==> src/rtl/mux_pkg.sv <==
// Shared definitions for the N-channel round-robin multiplexer and its arbiter.
package mux_pkg;

  // Selection mode encoding
  localparam logic MODE_FORCED = 1'b0;
  localparam logic MODE_RR     = 1'b1;

  // Width of a channel-index field for the given channel count (at least 1 bit).
  function automatic int unsigned calc_sel_w(input int unsigned channels);
    int unsigned w;
    w = 1;
    while ((32'd1 << w) < channels) begin
      w++;
    end
    return w;
  endfunction

endpackage

==> src/rtl/rr_arbiter.sv <==
// Combinational round-robin arbiter: grants the first requester found searching
// upward from last_grant+1 with wrap-around. Grant is one-hot or zero.
module rr_arbiter
  import mux_pkg::*;
#(
  parameter int unsigned CHANNELS = 4,
  parameter int unsigned SEL_W    = calc_sel_w(CHANNELS)
) (
  input  logic [CHANNELS-1:0] req,
  input  logic [SEL_W-1:0]    last_grant,
  input  logic                enable,
  output logic [CHANNELS-1:0] grant
);

  localparam int NCh = int'(CHANNELS);

  int   tgt;
  logic found;

  // Walk the offsets 1..N from last_grant; first requester seen wins.
  always_comb begin
    grant = '0;
    found = 1'b0;
    tgt   = 0;
    for (int off = 1; off <= NCh; off++) begin
      tgt = int'(last_grant) + off;
      if (tgt >= NCh) begin
        tgt = tgt - NCh;
      end
      for (int i = 0; i < NCh; i++) begin
        if (enable && !found && (i == tgt) && req[i]) begin
          grant[i] = 1'b1;
          found    = 1'b1;
        end
      end
    end
  end

endmodule

==> src/rtl/mux_nch_rr.sv <==
// N-channel W-bit multiplexer with valid/ready handshakes, forced-select or
// round-robin channel choice, and a single registered output stage.
module mux_nch_rr
  import mux_pkg::*;
#(
  parameter int unsigned WIDTH    = 32,
  parameter int unsigned CHANNELS = 4,
  parameter int unsigned SEL_W    = calc_sel_w(CHANNELS)
) (
  input  logic                      clk,
  input  logic                      reset,
  input  logic [CHANNELS*WIDTH-1:0] in_data,
  input  logic [CHANNELS-1:0]       in_valid,
  output logic [CHANNELS-1:0]       in_ready,
  input  logic                      mode,
  input  logic [SEL_W-1:0]          select,
  output logic [WIDTH-1:0]          out_data,
  output logic                      out_valid,
  output logic [SEL_W-1:0]          out_chan,
  input  logic                      out_ready
);

  localparam int NCh = int'(CHANNELS);

  logic [CHANNELS-1:0] grant_rr;
  logic [CHANNELS-1:0] grant_forced;
  logic [CHANNELS-1:0] grant;
  logic                load;
  logic                fire;
  logic [WIDTH-1:0]    data_sel;
  logic [SEL_W-1:0]    chan_sel;

  logic [WIDTH-1:0] out_data_q, out_data_d;
  logic             out_valid_q, out_valid_d;
  logic [SEL_W-1:0] out_chan_q, out_chan_d;
  logic [SEL_W-1:0] last_grant_q, last_grant_d;

  rr_arbiter #(
    .CHANNELS (CHANNELS),
    .SEL_W    (SEL_W)
  ) u_rr_arbiter (
    .req        (in_valid),
    .last_grant (last_grant_q),
    .enable     (mode == MODE_RR),
    .grant      (grant_rr)
  );

  // Forced select: an out-of-range select matches no channel, so no grant.
  always_comb begin
    grant_forced = '0;
    for (int i = 0; i < NCh; i++) begin
      grant_forced[i] = (mode == MODE_FORCED) && (int'(select) == i) && in_valid[i];
    end
  end

  // Grant mux, load enable and ready; ready never looks at in_data.
  always_comb begin
    grant    = (mode == MODE_RR) ? grant_rr : grant_forced;
    load     = !out_valid_q || out_ready;
    in_ready = (load && !reset) ? grant : '0;
    fire     = |(in_valid & in_ready);
  end

  // One-hot AND-OR selection of data and channel index.
  always_comb begin
    data_sel = '0;
    chan_sel = '0;
    for (int i = 0; i < NCh; i++) begin
      data_sel = data_sel | (in_data[i*WIDTH +: WIDTH] & {WIDTH{grant[i]}});
      chan_sel = chan_sel | (SEL_W'(i) & {SEL_W{grant[i]}});
    end
  end

  // Output stage next state: hold under backpressure, load or drain otherwise.
  always_comb begin
    out_data_d   = out_data_q;
    out_valid_d  = out_valid_q;
    out_chan_d   = out_chan_q;
    last_grant_d = last_grant_q;
    if (load) begin
      out_valid_d = fire;
      if (fire) begin
        out_data_d = data_sel;
        out_chan_d = chan_sel;
        // Forced transfers leave the round-robin pointer alone.
        if (mode == MODE_RR) begin
          last_grant_d = chan_sel;
        end
      end
    end
  end

  // State registers with synchronous reset; last_grant resets so channel 0 wins first.
  always_ff @(posedge clk) begin
    if (reset) begin
      out_data_q   <= '0;
      out_valid_q  <= 1'b0;
      out_chan_q   <= '0;
      last_grant_q <= SEL_W'(CHANNELS - 1);
    end else begin
      out_data_q   <= out_data_d;
      out_valid_q  <= out_valid_d;
      out_chan_q   <= out_chan_d;
      last_grant_q <= last_grant_d;
    end
  end

  assign out_data  = out_data_q;
  assign out_valid = out_valid_q;
  assign out_chan  = out_chan_q;

endmodule
==> config.mk <==
export PLATFORM = sky130hd
export DESIGN_NAME = mux_nch_rr
export DESIGN_NICKNAME = d
export VERILOG_FILES = /design/src/rtl/mux_pkg.sv /design/src/rtl/rr_arbiter.sv /design/src/rtl/mux_nch_rr.sv
export SDC_FILE = /design/constraint.sdc
export NUM_CORES = 1
export LEC_CHECK = 0
export BUFFER_PORTS_ARGS = -buffer_cell sky130_fd_sc_hd__buf_2
export CAP_MARGIN = 20
export CORE_ASPECT_RATIO = 0.6
export CORE_MARGIN = 5
export CORE_UTILIZATION = 30
export DETAILED_ROUTE_END_ITERATION = 16
export GPL_ROUTABILITY_DRIVEN = 1
export REMOVE_ABC_BUFFERS = 1
export SLEW_MARGIN = 20
export SYNTH_ARGS = -nofsm -noshare
export SYNTH_HDL_FRONTEND = slang
export SYNTH_SLANG_ARGS = --single-unit
==> constraint.sdc <==
create_clock -name clk -period 3.28 [get_ports clk]
set_clock_uncertainty 0.1 [all_clocks]
set_input_delay 0.82 -clock clk [delete_from_list [all_inputs] [get_ports clk]]
set_output_delay 0.82 -clock clk [all_outputs]
set_load 0.05 [all_outputs]
Word level (Yosys, flattened, before mapping)
Index checks and enable logic that the tools add are counted.
Widths: inputs -> output; s select.
Word-level totals
  word-level logic and storage cells: 160
  flip-flop bits (word level): 37
Operators by class
  reduce and logical (&&, ||, !) cells: 82
  add/sub/neg operators: 8
  equal/unequal tests: 15
  bitwise gates (word level): 11
  magnitude comparators: 4
  multiplexer cells: 36
Operators with widths (count)
  $eq 3x32->1 const A: 8
  $and 32x32->32: 4
  $eq 2x32->1 const A: 4
  $ge 32x4->1 const B: 4
  $logic_not 32->1: 4
  $mux 32: 4
  $sub 32x4->32 const B: 4
  $or 32x32->32: 3
  $logic_and 1x1->1: 56
  $mux 1: 30
  $logic_not 1->1: 17
  $mux 4: 2
  $add 2x2->3 const B: 2
  $add 2x3->4 const B: 1
  $and 4x4->4: 1
  $eq 2x2->1 const B: 2
  $reduce_or 4->1: 1
  $add 2x1->3 const B: 1
  $reduce_and 3->1: 1
  $eq 2x1->1 const B: 1
  $logic_not 2->1: 1
  $or 1x2->2: 1
  $or 2x2->2: 1
  $reduce_and 2->1: 1
  2 further kinds: 2

Depth between registers and ports, before layout
Gate-level depths: netlist of the first run.
  depth after elaboration: 87
  depth in mapped cells: 11
  gate-level depth less buffers: 7

Hierarchy
A second synthesis of the first run with hierarchy kept.
Second synthesis, totals
  cell total of the unflattened synthesis: 324
  area, all modules: 2756.4 sq um
By module, submodules not included
  mux_nch_rr: times used 1, cells each 306, area an instance 2643.8 sq um
  rr_arbiter: times used 1, cells each 18, area an instance 112.6 sq um

Worst setup path after synthesis of the first run
Ideal clock, no wire load.
  path type: input port to output port
  start point: input port in_valid[2]
  end point: output port in_ready[3]
  slack: -0.010 ns
  buffers on the path: 1
  stages: 5
  data arrival time: 2.370 ns
  cells stage by stage: or3b_1 o21a_2 o31ai_4 buf_2 and2_1
On the way
  word-level cells in the longest chain between the ends: 69
Ends and longest elaborated chain
  start: declaration: RTL line mux_nch_rr.sv:13  | input logic [CHANNELS-1:0] in_valid,
  $logic_and 1x1->1: RTL line rr_arbiter.sv:31  | if (enable && !found && (i == tgt) && req[i]) begin
  $mux 1: RTL line rr_arbiter.sv:31
  $logic_not 1->1: RTL line rr_arbiter.sv:31
  $logic_and 1x1->1 (3 in a row): RTL line rr_arbiter.sv:31
  $mux 1: RTL line rr_arbiter.sv:31
  $logic_not 1->1: RTL line rr_arbiter.sv:31
  $logic_and 1x1->1 (3 in a row): RTL line rr_arbiter.sv:31
  $mux 1: RTL line rr_arbiter.sv:31
  [... 45 more ...]
  $logic_not 1->1: RTL line rr_arbiter.sv:31
  $logic_and 1x1->1 (3 in a row): RTL line rr_arbiter.sv:31
  $mux 1: RTL line rr_arbiter.sv:31
  $logic_not 1->1: RTL line rr_arbiter.sv:31
  $logic_and 1x1->1 (3 in a row): RTL line rr_arbiter.sv:31
  $mux 1 (*): RTL line rr_arbiter.sv:31
  $mux 4 (*): RTL line mux_nch_rr.sv:58  | grant = (mode == MODE_RR) ? grant_rr : grant_forced;
  $mux 4 (*): RTL line mux_nch_rr.sv:60  | in_ready = (load && !reset) ? grant : '0;
  end: declaration: RTL line mux_nch_rr.sv:14  | output logic [CHANNELS-1:0] in_ready,
Every way passes the cells marked *; elsewhere a longest branch is shown, timed or not.

Worst setup path in the final report of the first run
Ends and elaborated chain as after synthesis.

==> results of run 1 <==
## cells by family after synthesis
logic type | share of synthesized area
adder cells (fa/ha/maj) | 0.004109
AND/OR/NAND/NOR | 0.06472
AO/OA/AOI/OAI | 0.5434
buffers and inverters | 0.08372
flip-flops | 0.3041
## Yosys cell counts (all sizes together)
library cell,count
a21oi,40
dfxtp,37
a211oi,33
a21boi,33
a222oi,32
clkbuf,17
buf,15
o21ai,7
and2,6
inv,5
nor2,5
nand2,4
a31oi,2
nand2b,2
nand3,2
nor3,2
o2111ai,2
o21a,2
or2,2
a2111o,1
a221o,1
and3,1
maj3,1
nor2b,1
o211ai,1
o31ai,1
o41ai,1
or3b,1
## worst max-delay path, delay by kind of cell
kind            cells  cell delay, ns
buf+inv             2            0.39
simple gates        2            0.54
compound gates      2            0.45
## power by group through the flow
stage	Combinational (mW)	Sequential, mW	Clock [mW]
finish	0.664	0.529	0.440
global route	0.716	0.536	0.475
CTS	0.668	0.529	0.455
detailed placement	0.667	0.538	0
global placement	0.657	0.537	0
floorplan	0.259	0.701	0
## per-layer routing
metal / vias up / GRT usage / routed length (um) / part of all wire
li1: 1374 / - / - / -
met1: 1334 / 0.2217 / 3890 / 0.42
met2: 152 / 0.2953 / 4295 / 0.46
met3: 2 / 0.06283 / 1108 / 0.12
met4: 0 / 0.02784 / 27 / 0.0029
met5: - / 0 / 0 / 0
## sequential cells by signal, indices dropped and copies added (netlist names)
register and cells:
last_grant_q 2, out_valid 1, out_data 32, out_chan 2
## worst paths after layout
| path | from | to | depth (start not counted) |
|---|---|---|---|
| min reg2reg | out_data[12] | out_data[12] | 2 |
| max reg2reg | last_grant_q[1] | out_chan[0] | 8 |
| max | in_valid[2] | in_ready[3] | 6 |
| min | out_data[12] | out_data[12] | 2 |
## area by class of cell
| cell class | instances | area share |
|---|---|---|
| clock buffer | 5 | 0.03530 |
| clock inverter | 1 | 0.001412 |
| inverter | 5 | 0.005295 |
| multi-input combinational | 183 | 0.4313 |
| sequential | 37 | 0.2090 |
| tap | 108 | 0.03812 |
| timing repair buffer | 189 | 0.2796 |
## per-stage QoR
stage	util	total power [mW]	hold WS, ns	area, um2	setup TNS [ns]
2_1_floorplan	-	0.9596	0.4684	2251	-31.30
3_3_place_gp	0.4332	1.194	0.4088	3415	0
3_5_place_dp	0.4332	1.205	0.4078	3415	0
4_1_cts	0.4497	1.653	0.4139	3545	0
5_1_grt	0.4497	1.728	0.4428	3545	0
6_report	0.4497	1.632	0.4126	3545	0
==> reports/metrics.cfg, run 1 <==
[worst_setup_path]
crit_path_end_kind = primary output
slowest_delay_ns = 0.37
arrival_ns = 2.21
crit_slowest_cell = or3b_1
crit_chain = buf_2 -> or3b_1 -> o21a_2 -> o31ai_4 -> and2_1 -> buf_2
crit_top_cell = buf_2
crit_required_ns = 2.36
critical_path_class = primary input to primary output
crit_path_max_fanout = 3
critical_path.startpoint_type = primary input
r2r_slack_ns = 0.52

[timing]
slew_headroom = 0.5953
layout_min_cycle_time_ns = 3.134
rsz0062_at_grt = no
finalSetupViolCount = 0
final_hold_viol_count = 0
fmax_ghz = 0.3191
setup_ws_ns = 0.1458
min_period_over_period = 0.9556
slew_violations = 0
worst_pin_slew_ns = 0.6071

[cts]
cts_setup_buffers = 0
root_buffer = clkbuf_16
htree_levels = 2
cts.clk_slew.worst_paths_ns = 0.05
cts_tree = yes
cts_buffers = 5
ctsHoldBuffers = 0
cts_sinks = 37
clockBufferDepth = 2
clk_latency_ns = 0.27
ctsResizeCount = 0

[drt]
drt_first_pass_iters = 5
drc = 0
wl_mm = 9.321
wire_per_inst_um = 17.65
num_vias = 2862
avgViaCountPerCell = 5.420
ant_nets = 0
drt_iter0_markers = 260

[floorplanning]
die_x_um = 126.3
start_util = 0.3090
die_h_um = 79.80
die_area_um2 = 10080
core_um2 = 7883
num_io_pins = 177
rows = 25

[placement]
place_ws_ns = 0.1337
io_buffers = 176
routabilityCongestion = 0.8694
post-dp-hpwl_mm = 7.066
placed_cells = 522

[finish]
final-seq-area_um2 = 740.7
layout.nets = 559
multi_input_area_um2 = 1529
final_common_cell = buf_2
antenna_cells_inserted = 0
final_cells = 528
n_fill_cell = 787
mostFrequentLayoutCells = 176 x buf_2, 39 x a21oi_1, 37 x dfxtp_1
drive_gt1_frac = 0.5667
synthToLayoutAreaGrowth_pct = 45.51

[logic_synthesis]
synthTopCellsByArea = dfxtp_1 30%, a211oi_2 15%, a222oi_1 13%, a21boi_0 9.9%, a21oi_1 8.2%
postSynthAreaPerCell_um2 = 9.479
yosys_register_bits = 37
synth_area_um2 = 2436
synth_top_cell_by_area = dfxtp_1
yosysWarnings = 0
synth.top_cell.area_share = 0.3041
ys_types = 39
syn_inst = 257
yosysSeqAreaShare = 0.3041

[power_and_ir_drop]
switching_share = 0.3842
powerDensity_nw_per_um2 = 460.5
intPower_mw = 1.005
ir_drop_uv = 199.7
p_seq_frac = 0.324
combPwrFrac = 0.407
p_switching_mw = 0.6270
clockPowerShare = 0.269
power_leakage_nw = 1.604

[global_routing]
grt_max_degree = 38
gr-usage-all-layers = 0.1758
grt_overflow_total = 0
grt_first_pass_wirelength_mm = 14.39
grt_pass1_vias = 2836
antenna_found_initial = 0

[hold_path]
min_path_type = flop to flop

[run_status]
status = finished, final reports clean

[flow_run]
cap_violations = 0

Power figures use the tool's default switching activity.
==> run 2, diff against run 1 <==
==> constraint.sdc (replaced) <==
create_clock -name clk -period 3.6 [get_ports clk]
set_clock_uncertainty 0.1 [all_clocks]
set_input_delay 0.9 -clock clk [delete_from_list [all_inputs] [get_ports clk]]
set_output_delay 0.9 -clock clk [all_outputs]
set_load 0.05 [all_outputs]
==> reports/metrics.cfg, run 2 (synthesis results as in run 1) <==
[worst_setup_path]
crit_required_ns = 2.60  ; +0.24 ns
reg2reg_depth = 9  ; +1
rr_endpoint = out_data[27]
critical_path_class = primary input to primary output
arrival_ns = 2.37  ; +0.16 ns
r2r_slack_ns = 0.74  ; +0.22 ns
timing.rr.start = last_grant_q[1]
crit_path_end_kind = primary output
crit_path_max_fanout = 6  ; +3
critical_path.startpoint_type = primary input

[cts]
cts_sinks = 37  ; unchanged
clk_latency_ns = 0.27  ; about the same
ctsHoldBuffers = 0  ; unchanged
cts.clk_slew.worst_paths_ns = 0.05  ; about the same
cts_buffers = 5  ; unchanged
ctsResizeCount = 0  ; unchanged
root_buffer = clkbuf_16
cts_setup_buffers = 0  ; unchanged
htree_levels = 2  ; unchanged
clockBufferDepth = 2  ; unchanged
cts_tree = yes

[global_routing]
gr-usage-all-layers = 0.1772  ; +0.001378
grt_overflow_total = 0  ; unchanged
antenna_found_initial = 0  ; unchanged
grt_first_pass_wirelength_mm = 14.59  ; +1.4%
grt_max_degree = 38  ; unchanged
grt_pass1_vias = 2828  ; -0.28%

[placement]
post-dp-hpwl_mm = 7.199  ; +1.9%
place_area_um2 = 3407  ; -0.22%
io_buffers = 176  ; unchanged
routabilityCongestion = 0.9059  ; +4.2%

[flow_run]
cap_violations = 0  ; unchanged

[floorplanning]
rows = 25  ; unchanged
die_h_um = 79.80  ; unchanged
core_um2 = 7883  ; unchanged
num_io_pins = 177  ; unchanged
start_util = 0.3090  ; unchanged
die_x_um = 126.3  ; unchanged
die_area_um2 = 10080  ; unchanged

[finish]
design_area_um2 = 3537  ; -0.21%
mostFrequentLayoutCells = 176 x buf_2, 39 x a21oi_1, 37 x dfxtp_1
final_common_cell = buf_2
drive_gt1_frac = 0.5656  ; -0.001034
layout.nets = 558  ; -0.18%
largest_reg_flops = 32  ; unchanged
antenna_cells_inserted = 0  ; unchanged
utilization = 0.4487  ; -0.0009530
n_fill_cell = 801  ; +1.8%
synthToLayoutAreaGrowth_pct = 45.20

[timing]
slew_violations = 0  ; unchanged
fin_worst_hold_slack_ns = 0.4108  ; -0.001777 ns
slew_headroom = 0.6080  ; +0.01270
rsz0062_at_grt = no
tns_ns = 0  ; unchanged
worst_pin_slew_ns = 0.5880  ; -0.01905 ns
fmax_ghz = 0.2964
finalSetupViolCount = 0  ; unchanged
min_period_over_period = 0.9372
final_hold_viol_count = 0  ; unchanged
layout_min_cycle_time_ns = 3.374

[hold_path]
whs_path_depth = 2  ; unchanged
min_from = out_data[12]
min_path_type = flop to flop
hold_end = out_data[12]

[run_status]
status = finished, final reports clean

[drt]
ant_nets = 0  ; unchanged
avgViaCountPerCell = 5.359  ; -1.1%
drc = 0  ; unchanged
drt_iter0_markers = 195  ; -25%
wl_mm = 9.281  ; -0.43%
drt_first_pass_iters = 5  ; unchanged
wire_per_inst_um = 17.61  ; -0.24%
num_vias = 2824  ; -1.3%

[power_and_ir_drop]
ir_drop_uv = 186.7  ; -6.5%
power_leakage_nw = 1.600  ; -0.25%
powerDensity_nw_per_um2 = 419.5  ; -8.9%

==> run 2: metrics by stage <==
step	cells	power (mW)	worst slack, ns
6_report	527	1.484	0.2263
5_1_grt	527	1.571	0.1613
4_1_cts	527	1.503	0.2216
3_5_place_dp	521	1.098	0.2209
3_3_place_gp	521	1.086	0.2720
2_1_floorplan	225	0.8743	-0.6342
==> run 2: worst max-delay path: stages <==
cell       delay (ns)
buf_2            0.13
or3b_1           0.38
o21a_2           0.16
o2111ai_2        0.27
and3_1           0.25
buf_2            0.28
==> run 2: worst max path at each step <==
stage,from,endpoint,slack (ns),cells after the start
6_report,in_valid[2],in_ready[1],0.23,6
4_1_cts,in_valid[2],in_ready[1],0.22,6
2_1_floorplan,in_valid[2],out_chan[0],-0.63,6
5_1_grt,in_valid[2],in_ready[1],0.16,6
3_3_place_gp,in_valid[2],in_ready[1],0.27,6
3_5_place_dp,in_valid[2],in_ready[1],0.22,6
==> run 2: per-layer routing <==
metal	track usage	share of wire	wire length (um)	vias to the layer above
met5	0	0	0	-
met1	0.2459	0.46	4287	1304
met4	0.02248	0.0036	33	0
li1	-	-	-	1372
met2	0.2810	0.43	4023	146
met3	0.05013	0.10	937	2
==> run 2: final cells by class <==
type                            instances  area, um2  area share
Timing Repair Buffer                  188      983.4      0.2780
Tap cell                              108      135.1     0.03820
Clock buffer                            5      125.1     0.03537
Multi-Input combinational cell        183       1529      0.4323
Sequential cell                        37      740.7      0.2094
Clock inverter                          1      5.005    0.001415
Inverter                                5      18.77    0.005306
==> run 2: power breakdown <==
part           internal (mW)  switching (mW)
clock                  0.247           0.150
combinational          0.213           0.392
sequential             0.455          0.0268
